===== src/rtl/dmem_io_if.sv =====
// Core-side data-memory bus plus LED and TX byte-stream signals of the dmem_io block.
// The slave modport is the dmem_io view; the master modport is the core/sink view.
interface dmem_io_if;
    logic        MemWrite;
    logic [31:0] ALUResult;
    logic [31:0] WriteData;
    logic [31:0] ReadData;
    logic [7:0]  leds;
    logic [7:0]  tx_data;
    logic        tx_valid;
    logic        tx_ready;

    modport master (
        output MemWrite, ALUResult, WriteData, tx_ready,
        input  ReadData, leds, tx_data, tx_valid
    );

    modport slave (
        input  MemWrite, ALUResult, WriteData, tx_ready,
        output ReadData, leds, tx_data, tx_valid
    );
endinterface


===== src/rtl/dmem_io.sv =====
// Data memory and memory-mapped I/O for a single-cycle core.
// Contains word RAM, an LED register, a TX byte FIFO with sticky overflow, and a free-running timer.
module dmem_io #(
    parameter int unsigned RAM_WORDS  = 64,
    parameter int unsigned FIFO_DEPTH = 4
) (
    input  logic       clk,
    input  logic       reset,
    dmem_io_if.slave   bus
);

    localparam int unsigned RAM_AW  = $clog2(RAM_WORDS);
    localparam int unsigned FIFO_AW = $clog2(FIFO_DEPTH);
    localparam int unsigned CNT_W   = FIFO_AW + 1;

    logic [31:0]        r_ram [RAM_WORDS];
    logic [7:0]         r_fifo [FIFO_DEPTH];
    logic [FIFO_AW-1:0] r_wr_ptr;
    logic [FIFO_AW-1:0] r_rd_ptr;
    logic [CNT_W-1:0]   r_count;
    logic               r_overflow;
    logic [7:0]         r_leds;
    logic [31:0]        r_timer;

    logic              w_sel_ram;
    logic              w_sel_led;
    logic              w_sel_tx;
    logic              w_sel_timer;
    logic [RAM_AW-1:0] w_ram_idx;
    logic              w_empty;
    logic              w_full;
    logic              w_push_req;
    logic              w_push;
    logic              w_pop;
    logic              w_unused;

    // Word-granular decode; the byte offset bits carry no meaning here.
    assign w_sel_ram   = (bus.ALUResult[31:8] == 24'h0);
    assign w_sel_led   = (bus.ALUResult[31:2] == 30'h40);
    assign w_sel_tx    = (bus.ALUResult[31:2] == 30'h41);
    assign w_sel_timer = (bus.ALUResult[31:2] == 30'h42);
    assign w_ram_idx   = bus.ALUResult[RAM_AW+1:2];
    assign w_unused    = &{1'b0, bus.ALUResult[1:0]};

    assign w_empty    = (r_count == CNT_W'(0));
    assign w_full     = (r_count == CNT_W'(FIFO_DEPTH));
    assign w_pop      = !w_empty && bus.tx_ready;
    assign w_push_req = bus.MemWrite && w_sel_tx;
    // A simultaneous pop frees the slot the incoming byte lands in.
    assign w_push     = w_push_req && (!w_full || w_pop);

    assign bus.tx_valid = !w_empty;
    assign bus.tx_data  = r_fifo[r_rd_ptr];
    assign bus.leds     = r_leds;

    // Storage arrays are intentionally not reset.
    always_ff @(posedge clk) begin
        if (bus.MemWrite && w_sel_ram) begin
            r_ram[w_ram_idx] <= bus.WriteData;
        end
        if (w_push) begin
            r_fifo[r_wr_ptr] <= bus.WriteData[7:0];
        end
    end

    always_ff @(posedge clk or negedge reset) begin
        if (!reset) begin
            r_wr_ptr   <= '0;
            r_rd_ptr   <= '0;
            r_count    <= '0;
            r_overflow <= 1'b0;
        end else begin
            if (w_push) begin
                r_wr_ptr <= r_wr_ptr + FIFO_AW'(1);
            end
            if (w_pop) begin
                r_rd_ptr <= r_rd_ptr + FIFO_AW'(1);
            end
            case ({w_push, w_pop})
                2'b10:   r_count <= r_count + CNT_W'(1);
                2'b01:   r_count <= r_count - CNT_W'(1);
                default: r_count <= r_count;
            endcase
            if (w_push_req && w_full && !w_pop) begin
                r_overflow <= 1'b1;
            end
        end
    end

    always_ff @(posedge clk or negedge reset) begin
        if (!reset) begin
            r_leds <= '0;
        end else if (bus.MemWrite && w_sel_led) begin
            r_leds <= bus.WriteData[7:0];
        end
    end

    // Clear on write wins over the free-running increment.
    always_ff @(posedge clk or negedge reset) begin
        if (!reset) begin
            r_timer <= '0;
        end else if (bus.MemWrite && w_sel_timer) begin
            r_timer <= '0;
        end else begin
            r_timer <= r_timer + 32'd1;
        end
    end

    always_comb begin
        bus.ReadData = '0;
        if (w_sel_ram) begin
            bus.ReadData = r_ram[w_ram_idx];
        end else if (w_sel_led) begin
            bus.ReadData = {24'h0, r_leds};
        end else if (w_sel_tx) begin
            bus.ReadData = {29'h0, r_overflow, w_full, w_empty};
        end else if (w_sel_timer) begin
            bus.ReadData = r_timer;
        end
    end

endmodule

===== src/flat_wrapper.sv =====
// flat-port wrapper written by rule: the top's interface ports become plain ports
module dmem_io_flat 
#(
    parameter int unsigned RAM_WORDS  = 64,
    parameter int unsigned FIFO_DEPTH = 4
)
  (clk, reset, bus_MemWrite, bus_ALUResult, bus_WriteData, bus_tx_ready, bus_ReadData, bus_leds, bus_tx_data, bus_tx_valid);
  dmem_io_if bus_i ();
  input  logic clk;
  input  logic reset;
  input wire logic [$bits(bus_i.MemWrite)-1:0] bus_MemWrite;
  input wire logic [$bits(bus_i.ALUResult)-1:0] bus_ALUResult;
  input wire logic [$bits(bus_i.WriteData)-1:0] bus_WriteData;
  input wire logic [$bits(bus_i.tx_ready)-1:0] bus_tx_ready;
  output wire logic [$bits(bus_i.ReadData)-1:0] bus_ReadData;
  output wire logic [$bits(bus_i.leds)-1:0] bus_leds;
  output wire logic [$bits(bus_i.tx_data)-1:0] bus_tx_data;
  output wire logic [$bits(bus_i.tx_valid)-1:0] bus_tx_valid;
  assign bus_i.MemWrite = bus_MemWrite;
  assign bus_i.ALUResult = bus_ALUResult;
  assign bus_i.WriteData = bus_WriteData;
  assign bus_i.tx_ready = bus_tx_ready;
  assign bus_ReadData = bus_i.ReadData;
  assign bus_leds = bus_i.leds;
  assign bus_tx_data = bus_i.tx_data;
  assign bus_tx_valid = bus_i.tx_valid;
  dmem_io #(.RAM_WORDS(RAM_WORDS), .FIFO_DEPTH(FIFO_DEPTH)) u_core (.clk(clk), .reset(reset), .bus(bus_i));
endmodule

===== config.mk =====
export PLATFORM = sky130hd
export DESIGN_NAME = dmem_io_flat
export DESIGN_NICKNAME = d
export VERILOG_FILES = /design/src/rtl/dmem_io_if.sv /design/src/rtl/dmem_io.sv /design/src/flat_wrapper.sv
export SDC_FILE = /design/constraint.sdc
export NUM_CORES = 2
export LEC_CHECK = 0
export CAP_MARGIN = 40
export CORE_MARGIN = 2
export CORE_UTILIZATION = 60
export CTS_CLUSTER_DIAMETER = 120
export DETAILED_ROUTE_END_ITERATION = 6
export GPL_TIMING_DRIVEN = 1
export PLACE_DENSITY = 0.77
export SLEW_MARGIN = 20
export SYNTH_ARGS = -nofsm -noshare
export SYNTH_HDL_FRONTEND = slang
export SYNTH_SLANG_ARGS = --single-unit

===== constraint.sdc =====
create_clock -name clk -period 6.1 [get_ports clk]
set_input_delay 1.22 -clock clk [delete_from_list [all_inputs] [get_ports clk]]
set_output_delay 1.22 -clock clk [all_outputs]
set_load 0.05 [all_outputs]

==> flow_summary_export.csv <==
group,metric,value,unit
worst_setup_path,worst_ep_arrival_time,4.96,ns
global_route,maximum_number_of_pins_on_one_net_before_global_route_repair,70,
worst_setup_path,path_buf_inv,6,
worst_setup_path,critical-path-slowest-cell,"sky130_fd_sc_hd__nor3_1",
floorplanning,die_width,376,microns
status,run_status,"complete, but fails checks",
timing,achievable-frequency,162,MHz
finish,design.final.nets,5045,
global_route,groute.usage.overall,36.2,%
clock_tree,holdBufCountCts,0,
routing,dr_total_vias,51021,
routing,starting_drc_count_in_detailed_routing,9691,
finish,number_of_fill_cells,8052,
clock_tree,cts_buffers,195,
clock_tree,ctsLongestPathBuffers,3,
global_route,wire_length_of_the_first_global_routing_pass,359,mm
flow_run,max_cap_viol_count,0,
global_route,number_of_antenna_violations_at_the_first_check_in_global_routing,25,
routing,number_of_iterations_in_the_first_detailed_routing_pass,7,
floorplanning,start_util,60.4,%
floorplanning,coreArea,137000,sq um
worst_setup_path,reg2reg_setup_slack,3.90,ns
synthesis,yosysWarnings,0,
placement,dp.final_hpwl,152,mm
worst_setup_path,worstPathMaxFanout,44,
synthesis,synth.cell_area,83000,sq um
worst_setup_path,critical_path.top_delay_family,"buffers and inverters",
floorplanning,rows,136,
timing,timing.final.crit_share,101,%
clock_tree,tritoncts,"yes",
synthesis,synth.avg_cell_area,18.2,sq um
hold_path,hold_class,"primary input to asynchronous set/reset pin",
routing,drcViolationCount,17,
floorplanning,design.die.area,141000,sq um
clock_tree,clk_pin_slew,0.06,ns
placement,dpl_worst_slack,0.00253,ns
synthesis,synth_edf_count,2080,
clock_tree,htree_levels,4,
pwr,power_leakage,31.5,nW
pwr,report.power.total,0.0300,W
finish,layout.area.seq,63700,sq um
clock_tree,clk_root_buffer_cell,"sky130_fd_sc_hd__clkbuf_16",
placement,port-buffer-count,114,
worst_setup_path,path_common_cell,"sky130_fd_sc_hd__buf_4",
global_route,globalRouteOverflowTotal,0,
timing,final_hold_violations,0,
timing,finalSetupViolations,2,
synthesis,synth.lib_cells_used.distinct,66,
routing,routed_wl,259,mm
finish,flow.area_growth_from_synthesis,15.4,%
timing,worst_slew_pin_slew,1.09,ns
clock_tree,post-cts-setup-buffer-count,0,
synthesis,ys_ff_latch,2128,
status,violations,"design-rule violations, negative setup slack",
synthesis,post_synth_inst_count,4565,
synthesis,ys_seq_area_share,76.7,%
worst_setup_path,worstPathCellList,"buf_8 -> buf_4 -> inv_4 -> buf_4 -> a221oi_1 -> nor2_1 -> o21ai_0 -> buf_4 -> nand4_1 -> nor3_1 -> o21ai_0 -> buf_12",
timing,timing.final.crit_period,6.18,ns
synthesis,postSynthNetCount,4639,
timing,slew_margin_rel,27.5,%
finish,drive_above_1_share,22.2,%
timing,fin_worst_skew,0.0219,ns
synthesis,async_reset_ff_share,2.26,%
floorplanning,die_y,376,microns
worst_setup_path,cp.required,4.88,ns
pwr,power_per_cell_area,313,nW/um^2
pwr,vdd_ir_drop_max,237,uV
placement,place.gp.congestion,0.945,
global_route,number_of_global_route_vias_before_repair,48683,
floorplanning,ios,117,
timing,setup_repair_after_global_routing_missed_its_margin,"false",
routing,avgViaCountPerCell,7.36,
clock_tree,worstSkewPairLatency,0.83,ns
worst_setup_path,critical_setup_path_kind,"primary input to output pin",
routing,wl_per_cell,37.4,microns
timing,slew_viol_final,0,
finish,multi_input_comb_area,18200,sq um
clock_tree,tritoncts_num_sinks,2128,
worst_setup_path,timing.critical_path.to_type,"output pin",
routing,antenna_violation_net_count_after_detailed_routing,0,
worst_setup_path,startpoint_type,"primary input",
synthesis,dominantRegCellSynth,"sky130_fd_sc_hd__edfxtp_1",
worst_setup_path,cpPeakStageDelay,0.71,ns
timing,post_route_setup_slack,-0.0817,ns
where the power goes:
part	switching (W)	internal, W
sequential	0.0000000361	0.0160
combinational	0.00126	0.000585
clock	0.00531	0.00678
Yosys cell counts (7+ instances only):
library cell / instances / share of area (%)
sky130_fd_sc_hd__a221oi_2: 7 / 0.13
sky130_fd_sc_hd__nand3_1: 19 / 0.11
sky130_fd_sc_hd__nor2_1: 256 / 1.2
sky130_fd_sc_hd__o22a_1: 17 / 0.18
sky130_fd_sc_hd__nor3_1: 14 / 0.084
sky130_fd_sc_hd__dfrtp_1: 48 / 1.4
sky130_fd_sc_hd__nor2b_1: 9 / 0.068
sky130_fd_sc_hd__o22ai_1: 137 / 1.0
sky130_fd_sc_hd__mux4_2: 137 / 3.7
sky130_fd_sc_hd__xor2_1: 23 / 0.24
sky130_fd_sc_hd__nor4_1: 15 / 0.11
sky130_fd_sc_hd__a31oi_1: 13 / 0.098
sky130_fd_sc_hd__nand4_1: 16 / 0.12
sky130_fd_sc_hd__xnor2_1: 12 / 0.13
sky130_fd_sc_hd__clkbuf_1: 92 / 0.42
sky130_fd_sc_hd__buf_2: 100 / 0.60
sky130_fd_sc_hd__buf_4: 53 / 0.48
sky130_fd_sc_hd__o2bb2ai_1: 21 / 0.22
sky130_fd_sc_hd__mux2_2: 164 / 2.2
sky130_fd_sc_hd__mux2i_1: 310 / 3.7
sky130_fd_sc_hd__buf_6: 34 / 0.46
sky130_fd_sc_hd__nand2_1: 157 / 0.71
sky130_fd_sc_hd__a22o_1: 72 / 0.76
sky130_fd_sc_hd__buf_1: 24 / 0.11
sky130_fd_sc_hd__a221o_1: 32 / 0.39
sky130_fd_sc_hd__a211oi_1: 10 / 0.090
sky130_fd_sc_hd__o221ai_1: 26 / 0.27
sky130_fd_sc_hd__a221oi_1: 197 / 2.1
sky130_fd_sc_hd__and3_1: 7 / 0.053
sky130_fd_sc_hd__o21ai_0: 118 / 0.71
sky130_fd_sc_hd__a21oi_1: 117 / 0.71
sky130_fd_sc_hd__a22oi_1: 122 / 1.1
sky130_fd_sc_hd__and2_1: 13 / 0.098
sky130_fd_sc_hd__edfxtp_1: 2080 / 75
kinds of logic after synthesis:
logic type / share of synthesized area [%]
flip-flops: 76.7
AO/OA/AOI/OAI: 8.20
multiplexers: 9.78
AND/OR/NAND/NOR: 2.80
buffers and inverters: 2.09
XOR/XNOR: 0.369
adder cells (fa/ha/maj): 0.0994
repair_timing:
action / 4_1_cts / 5_1_grt
resized for setup: 0 / 2
setup endpoints to repair: 0 / 1
hold endpoints to repair: 0 / 0
layout by cell type, fill, tap and decap left out, types with 21 or more instances in the layout:
cell type | netlist | layout
sky130_fd_sc_hd__edfxtp_1 | 2080 | 2080
sky130_fd_sc_hd__mux2i_1 | 310 | 310
sky130_fd_sc_hd__buf_4 | 53 | 304
sky130_fd_sc_hd__clkbuf_16 | 0 | 199
sky130_fd_sc_hd__a221oi_1 | 197 | 197
sky130_fd_sc_hd__nor2_1 | 256 | 191
sky130_fd_sc_hd__mux2_2 | 164 | 164
sky130_fd_sc_hd__nand2_1 | 157 | 157
sky130_fd_sc_hd__mux4_2 | 137 | 137
sky130_fd_sc_hd__o22ai_1 | 137 | 137
sky130_fd_sc_hd__a22oi_1 | 122 | 122
sky130_fd_sc_hd__o21ai_0 | 118 | 118
sky130_fd_sc_hd__a21oi_1 | 117 | 117
sky130_fd_sc_hd__buf_12 | 0 | 111
sky130_fd_sc_hd__a22o_1 | 72 | 72
sky130_fd_sc_hd__nor2_4 | 0 | 66
sky130_fd_sc_hd__dfrtp_1 | 48 | 48
sky130_fd_sc_hd__clkdlybuf4s50_1 | 0 | 46
sky130_fd_sc_hd__clkinv_1 | 0 | 45
sky130_fd_sc_hd__clkbuf_1 | 92 | 45
sky130_fd_sc_hd__buf_2 | 100 | 37
sky130_fd_sc_hd__a221o_1 | 32 | 32
sky130_fd_sc_hd__clkinv_2 | 0 | 32
sky130_fd_sc_hd__o221ai_1 | 26 | 26
sky130_fd_sc_hd__xor2_1 | 23 | 23
sky130_fd_sc_hd__o2bb2ai_1 | 21 | 21
worst paths after layout:
check,end,start,cells after the start
min in group clk,u_core.r_overflow,u_core.r_overflow,1
max,bus_ReadData[9],bus_ALUResult[3],12
min,u_core.r_timer[21],reset,1
max reg2reg,u_core.r_timer[27],u_core.r_timer[2],7
min reg2reg,u_core.r_overflow,u_core.r_overflow,1
max in group asynchronous,u_core.r_wr_ptr[1],reset,2
stage by stage:
step	util, %	std cells	instance area, sq um	TNS [ns]	hold WS (ns)
5_1_grt	69.7	6924	95800	0	0.363
3_3_place_gp	64.8	6544	89100	-0.0651	0.450
6_report	69.7	6931	95800	-0.141	0.339
4_1_cts	69.6	6915	95700	0	0.322
2_1_floorplan	-	4565	83000	0	0.428
3_5_place_dp	65.1	6560	89400	0	0.460
routing by layer:
layer	global-route usage, %	vias up	wire length, microns
met3	13.2	1021	42900
met2	54.0	5113	115000
met4	19.5	28	16600
met1	46.8	25336	84400
li1	-	19523	-
met5	0.274	-	248
state kept, by name (all words and copies together) (netlist names):
name               cells
u_core.r_timer        32
u_core.r_count         3
u_core.r_fifo         32
u_core.r_overflow      1
u_core.r_rd_ptr        2
u_core.bus.leds        8
u_core.r_ram        2048
u_core.r_wr_ptr        2
cell type report:
class                   count  share of cell area (%)
inverters                   6                  0.0339
well taps                1794                    2.34
flip-flops and latches   2128                    66.4
multi-input cells        2128                    19.0
repair buffers            512                    5.66
clock buffers             244                    5.37
diodes                      8                  0.0209
clock inverters           111                    1.13
No activity file was read; power rests on OpenSTA's default activity.
